===== src/rtl/spi_regmap_pkg.sv =====
// Shared types and helpers for the SPI register map:
// FSM states, frame field widths and the address region decoder.
package spi_regmap_pkg;

   typedef enum logic [2:0] {
      ST_IDLE,
      ST_CMD,
      ST_ADDR,
      ST_DATA,
      ST_HOLD
   } state_e;

   typedef enum logic [1:0] {
      RGN_CONFIG,
      RGN_STATUS,
      RGN_UNMAPPED
   } region_e;

   localparam int RW_BITS        = 1;
   localparam int DEF_DATA_WIDTH = 8;
   localparam int DEF_ADDR_WIDTH = 7;
   localparam int CNT_W          = 8;

   function automatic region_e decode_region(input logic [31:0] addr,
                                             input int          num_cfg,
                                             input int          num_sts);
      if (addr < 32'(num_cfg))
         return RGN_CONFIG;
      else if (addr < 32'(num_cfg + num_sts))
         return RGN_STATUS;
      else
         return RGN_UNMAPPED;
   endfunction

endpackage


===== src/rtl/spi_regmap_burst_in_sync.sv =====
// Two-flop synchroniser for an asynchronous SPI pin, with rising and
// falling edge pulses derived from the synchronised level.
module spi_in_sync #(
   parameter logic RST_VAL = 1'b0
) (
   input  logic clk,
   input  logic rst_n,
   input  logic d_i,
   output logic sync_o,
   output logic rise_o,
   output logic fall_o
);

   logic meta_q, meta_d;
   logic sync_q, sync_d;
   logic prev_q, prev_d;

   always_comb begin
      meta_d = d_i;
      sync_d = meta_q;
      prev_d = sync_q;
   end

   always_ff @(posedge clk or negedge rst_n) begin
      if (!rst_n) begin
         meta_q <= RST_VAL;
         sync_q <= RST_VAL;
         prev_q <= RST_VAL;
      end else begin
         meta_q <= meta_d;
         sync_q <= sync_d;
         prev_q <= prev_d;
      end
   end

   assign sync_o = sync_q;
   assign rise_o = sync_q & ~prev_q;
   assign fall_o = ~sync_q & prev_q;

endmodule


===== src/rtl/spi_regmap_burst.sv =====
// Mode-0 SPI slave register map: R/W config bank, read-only status bank.
// Define SPI_REGMAP_BURST_EN to enable auto-increment burst transfers.
module spi_regmap_burst
   import spi_regmap_pkg::*;
#(
   parameter int                    DATA_WIDTH     = DEF_DATA_WIDTH,
   parameter int                    ADDR_WIDTH     = DEF_ADDR_WIDTH,
   parameter int                    NUM_CONFIG_REG = 12,
   parameter int                    NUM_STATUS_REG = 4,
   parameter logic [DATA_WIDTH-1:0] RESET_VAL      = '0
) (
   input  logic                                 clk,
   input  logic                                 rst_n,
   input  logic                                 sck_i,
   input  logic                                 sdi_i,
   input  logic                                 cs_ni,
   output logic                                 sdo_o,
   output logic                                 sdo_oe,
   output logic [NUM_CONFIG_REG*DATA_WIDTH-1:0] config_o,
   input  logic [NUM_STATUS_REG*DATA_WIDTH-1:0] status_i,
   output logic                                 wr_strobe_o,
   output logic [ADDR_WIDTH-1:0]                wr_addr_o
);

   localparam int NUM_REG = NUM_CONFIG_REG + NUM_STATUS_REG;
   localparam int CFG_W   = NUM_CONFIG_REG * DATA_WIDTH;

   logic sck_sync, sck_rise, sck_fall;
   logic cs_sync, cs_rise, cs_fall;
   logic unused_sync;

   // cs resets to "selected" so a frame already in flight at reset release never sees a falling edge
   spi_in_sync #(.RST_VAL(1'b0)) u_sck_sync (
      .clk(clk), .rst_n(rst_n), .d_i(sck_i),
      .sync_o(sck_sync), .rise_o(sck_rise), .fall_o(sck_fall));
   spi_in_sync #(.RST_VAL(1'b0)) u_cs_sync (
      .clk(clk), .rst_n(rst_n), .d_i(cs_ni),
      .sync_o(cs_sync), .rise_o(cs_rise), .fall_o(cs_fall));

   assign unused_sync = &{1'b0, sck_sync, cs_rise};

   state_e                  state_q, state_d;
   logic [CNT_W-1:0]        cnt_q, cnt_d;
   logic                    rw_q, rw_d;
   logic [ADDR_WIDTH-1:0]   addr_q, addr_d;
   logic [DATA_WIDTH-1:0]   din_q, din_d;
   logic [DATA_WIDTH-1:0]   dout_q, dout_d;
   logic                    load_q, load_d;
   logic                    sdo_q, sdo_d;
   logic                    sdo_oe_q, sdo_oe_d;
   logic [CFG_W-1:0]        cfg_q, cfg_d;
   logic                    strobe_q, strobe_d;
   logic [ADDR_WIDTH-1:0]   wr_addr_q, wr_addr_d;
   logic                    sdi_meta_q, sdi_meta_d;
   logic                    sdi_sync_q, sdi_sync_d;
   logic [DATA_WIDTH-1:0]   word_v;
   logic [DATA_WIDTH-1:0]   rd_v;

   function automatic logic [DATA_WIDTH-1:0] read_word(
      input logic [ADDR_WIDTH-1:0]                a,
      input logic [CFG_W-1:0]                     cfg,
      input logic [NUM_STATUS_REG*DATA_WIDTH-1:0] sts);
      logic [DATA_WIDTH-1:0] w;
      w = '0;
      case (decode_region(32'(a), NUM_CONFIG_REG, NUM_STATUS_REG))
         RGN_CONFIG:
            for (int k = 0; k < NUM_CONFIG_REG; k++)
               if (a == ADDR_WIDTH'(k)) w = cfg[k*DATA_WIDTH +: DATA_WIDTH];
         RGN_STATUS:
            for (int k = 0; k < NUM_STATUS_REG; k++)
               if (a == ADDR_WIDTH'(NUM_CONFIG_REG + k)) w = sts[k*DATA_WIDTH +: DATA_WIDTH];
         default: w = '0;
      endcase
      return w;
   endfunction

   always_comb begin
      state_d    = state_q;
      cnt_d      = cnt_q;
      rw_d       = rw_q;
      addr_d     = addr_q;
      din_d      = din_q;
      dout_d     = dout_q;
      load_d     = load_q;
      sdo_d      = sdo_q;
      cfg_d      = cfg_q;
      strobe_d   = 1'b0;
      wr_addr_d  = wr_addr_q;
      sdi_meta_d = sdi_i;
      sdi_sync_d = sdi_meta_q;
      word_v     = {din_q[DATA_WIDTH-2:0], sdi_sync_q};
      rd_v       = read_word(addr_q, cfg_q, status_i);

      case (state_q)
         ST_IDLE: begin
            if (cs_fall) begin
               state_d = ST_CMD;
               cnt_d   = '0;
            end
         end
         ST_CMD: begin
            if (sck_rise) begin
               rw_d = sdi_sync_q;
               if (cnt_q == CNT_W'(RW_BITS - 1)) begin
                  state_d = ST_ADDR;
                  cnt_d   = '0;
               end else begin
                  cnt_d = cnt_q + 1'b1;
               end
            end
         end
         ST_ADDR: begin
            if (sck_rise) begin
               addr_d = {addr_q[ADDR_WIDTH-2:0], sdi_sync_q};
               if (cnt_q == CNT_W'(ADDR_WIDTH - 1)) begin
                  state_d = ST_DATA;
                  cnt_d   = '0;
                  load_d  = 1'b1;
               end else begin
                  cnt_d = cnt_q + 1'b1;
               end
            end
         end
         ST_DATA: begin
            if (sck_fall) begin
               if (load_q) begin
                  dout_d = rd_v;
                  sdo_d  = rd_v[DATA_WIDTH-1];
                  load_d = 1'b0;
               end else begin
                  dout_d = {dout_q[DATA_WIDTH-2:0], 1'b0};
                  sdo_d  = dout_q[DATA_WIDTH-2];
               end
            end
            if (sck_rise) begin
               din_d = word_v;
               if (cnt_q == CNT_W'(DATA_WIDTH - 1)) begin
                  cnt_d = '0;
                  if (!rw_q && decode_region(32'(addr_q), NUM_CONFIG_REG, NUM_STATUS_REG) == RGN_CONFIG) begin
                     for (int k = 0; k < NUM_CONFIG_REG; k++)
                        if (addr_q == ADDR_WIDTH'(k)) cfg_d[k*DATA_WIDTH +: DATA_WIDTH] = word_v;
                     strobe_d  = 1'b1;
                     wr_addr_d = addr_q;
                  end
`ifdef SPI_REGMAP_BURST_EN
                  addr_d = (32'(addr_q) >= 32'(NUM_REG - 1)) ? '0 : addr_q + 1'b1;
                  load_d = 1'b1;
`else
                  state_d = ST_HOLD;
                  sdo_d   = 1'b0;
`endif
               end else begin
                  cnt_d = cnt_q + 1'b1;
               end
            end
         end
         ST_HOLD: sdo_d = 1'b0;
         default: state_d = ST_IDLE;
      endcase

      // Deselect aborts whatever is in progress; an unfinished word never commits
      if (state_q != ST_IDLE && cs_sync) begin
         state_d = ST_IDLE;
         cnt_d   = '0;
         load_d  = 1'b0;
         sdo_d   = 1'b0;
      end

      sdo_oe_d = (state_d != ST_IDLE);
   end

   always_ff @(posedge clk or negedge rst_n) begin
      if (!rst_n) begin
         state_q    <= ST_IDLE;
         cnt_q      <= '0;
         rw_q       <= 1'b0;
         addr_q     <= '0;
         din_q      <= '0;
         dout_q     <= '0;
         load_q     <= 1'b0;
         sdo_q      <= 1'b0;
         sdo_oe_q   <= 1'b0;
         cfg_q      <= {NUM_CONFIG_REG{RESET_VAL}};
         strobe_q   <= 1'b0;
         wr_addr_q  <= '0;
         sdi_meta_q <= 1'b0;
         sdi_sync_q <= 1'b0;
      end else begin
         state_q    <= state_d;
         cnt_q      <= cnt_d;
         rw_q       <= rw_d;
         addr_q     <= addr_d;
         din_q      <= din_d;
         dout_q     <= dout_d;
         load_q     <= load_d;
         sdo_q      <= sdo_d;
         sdo_oe_q   <= sdo_oe_d;
         cfg_q      <= cfg_d;
         strobe_q   <= strobe_d;
         wr_addr_q  <= wr_addr_d;
         sdi_meta_q <= sdi_meta_d;
         sdi_sync_q <= sdi_sync_d;
      end
   end

   assign sdo_o       = sdo_q;
   assign sdo_oe      = sdo_oe_q;
   assign config_o    = cfg_q;
   assign wr_strobe_o = strobe_q;
   assign wr_addr_o   = wr_addr_q;

endmodule


===== config.mk =====
export PLATFORM = sky130hd
export DESIGN_NAME = spi_regmap_burst
export DESIGN_NICKNAME = d
export VERILOG_FILES = /design/src/rtl/spi_regmap_pkg.sv /design/src/rtl/spi_regmap_burst_in_sync.sv /design/src/rtl/spi_regmap_burst.sv
export SDC_FILE = /design/constraint.sdc
export NUM_CORES = 1
export LEC_CHECK = 0
export ABC_CLOCK_PERIOD_IN_PS = 2300
export CORE_UTILIZATION = 45
export DETAILED_ROUTE_END_ITERATION = 12
export PLACE_DENSITY = 0.74
export SYNTH_ARGS = -nofsm -noshare
export SYNTH_HDL_FRONTEND = slang
export SYNTH_SLANG_ARGS = --single-unit

===== constraint.sdc =====
create_clock -name clk -period 2.3 [get_ports clk]
set_input_delay 0.46 -clock clk [delete_from_list [all_inputs] [get_ports clk]]
set_output_delay 0.46 -clock clk [all_outputs]
set_load 0.005 [all_outputs]

==> metrics.txt <==
post-synth net total 668; cells along the critical path or4_4, nor3_4, nand4b_4, buf_12, nor4_4, buf_4, mux2_4; routed via count 6320; Overall Global Routing Usage 29.00%; share of power burned in combinational logic 11.5%; Row Count 46; vias in the first global route 6517; number of maximum-capacitance constraint violations 0; failing checks setup timing; number of cells on the critical path 7; Buffers & Inverters on Critical Path 2; initial cell density of the core 46.59%; reg2reg path depth 7; Post-synth EDFFs 0; master of the slowest instance on the critical path sky130_fd_sc_hd__or4_4; CP delay by family, top simple AND/OR/NAND/NOR gates; critical path capture point config_o[25]; largest buffer count on any clock path 2; most used flip-flop cell after synthesis sky130_fd_sc_hd__dfrtp_1; number of top-level design ports 143; switching pwr 1.676 mW; highest-count cells in the layout ignoring fill and taps 146 x sky130_fd_sc_hd__dfrtp_1, 141 x sky130_fd_sc_hd__clkdlybuf4s50_1, 75 x sky130_fd_sc_hd__mux2_4; Sw Ratio 26.57%; x dimension of the die 130.7 um; leading cell type in the layout, fill and taps excluded sky130_fd_sc_hd__dfrtp_1; first-pass GRT wire length 36920 um; worst setup path start cnt_q[4]; post-route clock skew 12.84 ps; yosys synthesis warning count 0; status complete, but fails checks; Register Area 3706 um^2; antenna viol nets, final 0; gate count after technology mapping 628; cell at the root of the clock tree sky130_fd_sc_hd__clkbuf_16; DIE HEIGHT 130.7 um; number of buffers created by CTS 17; fraction of final layout cells sized beyond drive strength 1 31.20%; net count reported at finish 857; Pwr Density 595.6 nW/um^2; final-layout fill cell count 1154; area taken by multi-input logic gates 3851 um^2; minimum clock period after layout 2371 ps; met3 routing resource usage after global routing 5.822%; final period utilization 103.1%; worst setup slack for register-to-register paths -70 ps; critical-path maximum fanout 4; core area 16000 um^2; Pins Over Slew Limit 0; post-detailed-route via-to-cell ratio 6.042; post-DR wirelength/cell 22.76 um; average cell area after synthesis 11.87 um^2; Static Leak 4.617 nW; Global Route met1 Usage 39.69%; CTS H-Tree Depth 4; Iter 0 DRT Violations 475; final hold violations 0; minimum setup slack after placement -174.5 ps; number of input and output port buffers inserted 142; Final Cell Area 10590 um^2; area of the mapped netlist 7455 um^2; Clk Latency, worst-skew pair 420 ps; met2 demand-to-capacity share in global routing 46.41%; launch instance of the worst register-to-register path cnt_q[4]; sequential share of the synthesized area 49.68%; power share of the clock group 44.8%; clock-pin slew reported for the worst setup and hold paths after clock tree synthesis 70 ps; setup violators final 30; area growth from synthesis to layout 42.10%; busiest layer in global routing met2; Die Area 17090 um^2; Total Negative Setup Slacks -1110 ps; arrival time at the worst endpoint 2680 ps; CTS tree yes; Tightest Hold Check Type reg2reg; Fmax 421.8 MHz; pin count of the biggest net entering global routing 90; routability congestion estimate 0.8998; required time at the worst-slack endpoint 2610 ps; number of distinct library cell variants in the gate-level netlist after synthesis 63; RSZ-0062 raised after global routing true; initial antenna violation count 0; cell area after placement 9584 um^2; async set-or-reset flop fraction in the synthesized netlist 100.0%; maximum vdd ir drop 523.9 uV; clock sinks 148; HPWL after detailed placement 16260 um; kind of critical path reg2reg; DRC violations left 0; gr ovfl total 0; capturing element type of the critical path register; worst slew margin relative to its limit 50.12%; Finished Core Util 66.20%; FF-to-FF End config_o[25]; number of detailed-route iterations in the first pass 5; Setup crit start kind register; pin slew with the least headroom to its limit 748.2 ps; final wirelength 23810 um; power share of the sequential group 43.7%; Setup WS post-layout -70.72 ps; number of flip-flops and latches in the synthesized netlist 148; delay of the slowest critical-path stage 560 ps; internal power 4.633 mW; number of diodes 0; total power 6.309 mW
## how the worst min path moves through the flow
stage,from,endpoint,cells past startpoint
2_1_floorplan,rst_n,addr_q[0],0
5_1_grt,sdi_meta_q,sdi_sync_q,0
4_1_cts,sdi_meta_q,sdi_sync_q,0
3_3_place_gp,rst_n,wr_strobe_o,1
6_report,sdi_meta_q,sdi_sync_q,0
3_5_place_dp,rst_n,cnt_q[2],1
## cells in the mapped netlist, types with 7 or more instances
master,count,area [um^2]
sky130_fd_sc_hd__nand2_1,36,135.1
sky130_fd_sc_hd__inv_1,9,33.78
sky130_fd_sc_hd__a21oi_1,17,85.08
sky130_fd_sc_hd__o21ai_0,27,135.1
sky130_fd_sc_hd__nand2b_1,11,68.82
sky130_fd_sc_hd__nor3_1,9,45.04
sky130_fd_sc_hd__nor2_1,30,112.6
sky130_fd_sc_hd__buf_1,7,26.28
sky130_fd_sc_hd__dfrtp_1,148,3704
sky130_fd_sc_hd__clkbuf_1,36,135.1
sky130_fd_sc_hd__mux2i_1,10,100.1
sky130_fd_sc_hd__mux4_2,10,225.2
sky130_fd_sc_hd__nor2b_1,11,68.82
sky130_fd_sc_hd__nor3_4,8,130.1
sky130_fd_sc_hd__mux2_2,116,1306
sky130_fd_sc_hd__nand3_1,17,85.08
sky130_fd_sc_hd__and2_1,7,43.79
sky130_fd_sc_hd__o22ai_1,7,43.79
## sequential cells by signal, summed over array words and instances (netlist names), 3 cells and up
name / count
cnt_q: 8
state_q: 3
wr_addr_o: 7
config_o: 96
dout_q: 7
addr_q: 7
din_q: 7
## layer usage
layer | vias to the layer above | routed length [um]
met5 | - | 0
met4 | 0 | 473
met3 | 38 | 1705
met2 | 297 | 11610
met1 | 3261 | 10020
li1 | 2724 | -
## kinds of logic after synthesis
| group | count (synthesis) | share of synthesized area (%) |
|---|---|---|
| AOI/OAI and AO/OA | 121 | 11.41 |
| DFF | 148 | 49.68 |
| and+or+nand+nor | 166 | 13.60 |
| adders and majority gates | 3 | 0.5036 |
| muxes | 136 | 21.89 |
| buffers and inverters | 54 | 2.920 |
## layout make-up
type,count,area share (%)
tap,216,2.551
clock buffer,20,4.217
clock inverter,12,1.382
timing repair buffer,215,20.19
sequential,148,34.99
multi-input combinational,426,36.36
inverter,9,0.3189
## power by group through the flow
| stage | Clock (mW) | Combinational [mW] | Sequential [mW] |
|---|---|---|---|
| floorplan | 0 | 0.429 | 2.73 |
| global placement | 0 | 0.685 | 2.79 |
| detailed placement | 0 | 0.701 | 2.79 |
| CTS | 2.84 | 0.711 | 2.75 |
| global route | 2.98 | 0.778 | 2.76 |
| finish | 2.83 | 0.726 | 2.76 |
## metrics by stage
step                cells  hold WS (ps)
global placement     1005         311.7
finish               1046         351.5
floorplan             628         164.4
CTS                  1042         354.2
detailed placement   1005         311.3
global route         1046         369.0
## what timing repair did
| action | in CTS | in global routing |
|---|---|---|
| setup endpoints to repair | 92 | 107 |
| buffers inserted | 3 | 6 |
| endpoints found under the hold margin | 17 | 0 |
| resized for setup | 38 | 51 |
| hold buffers | 1 | 0 |
| pin swaps | 6 | 2 |
| cloned | 1 | 0 |
Note: power is estimated with default switching activity, not from simulation.
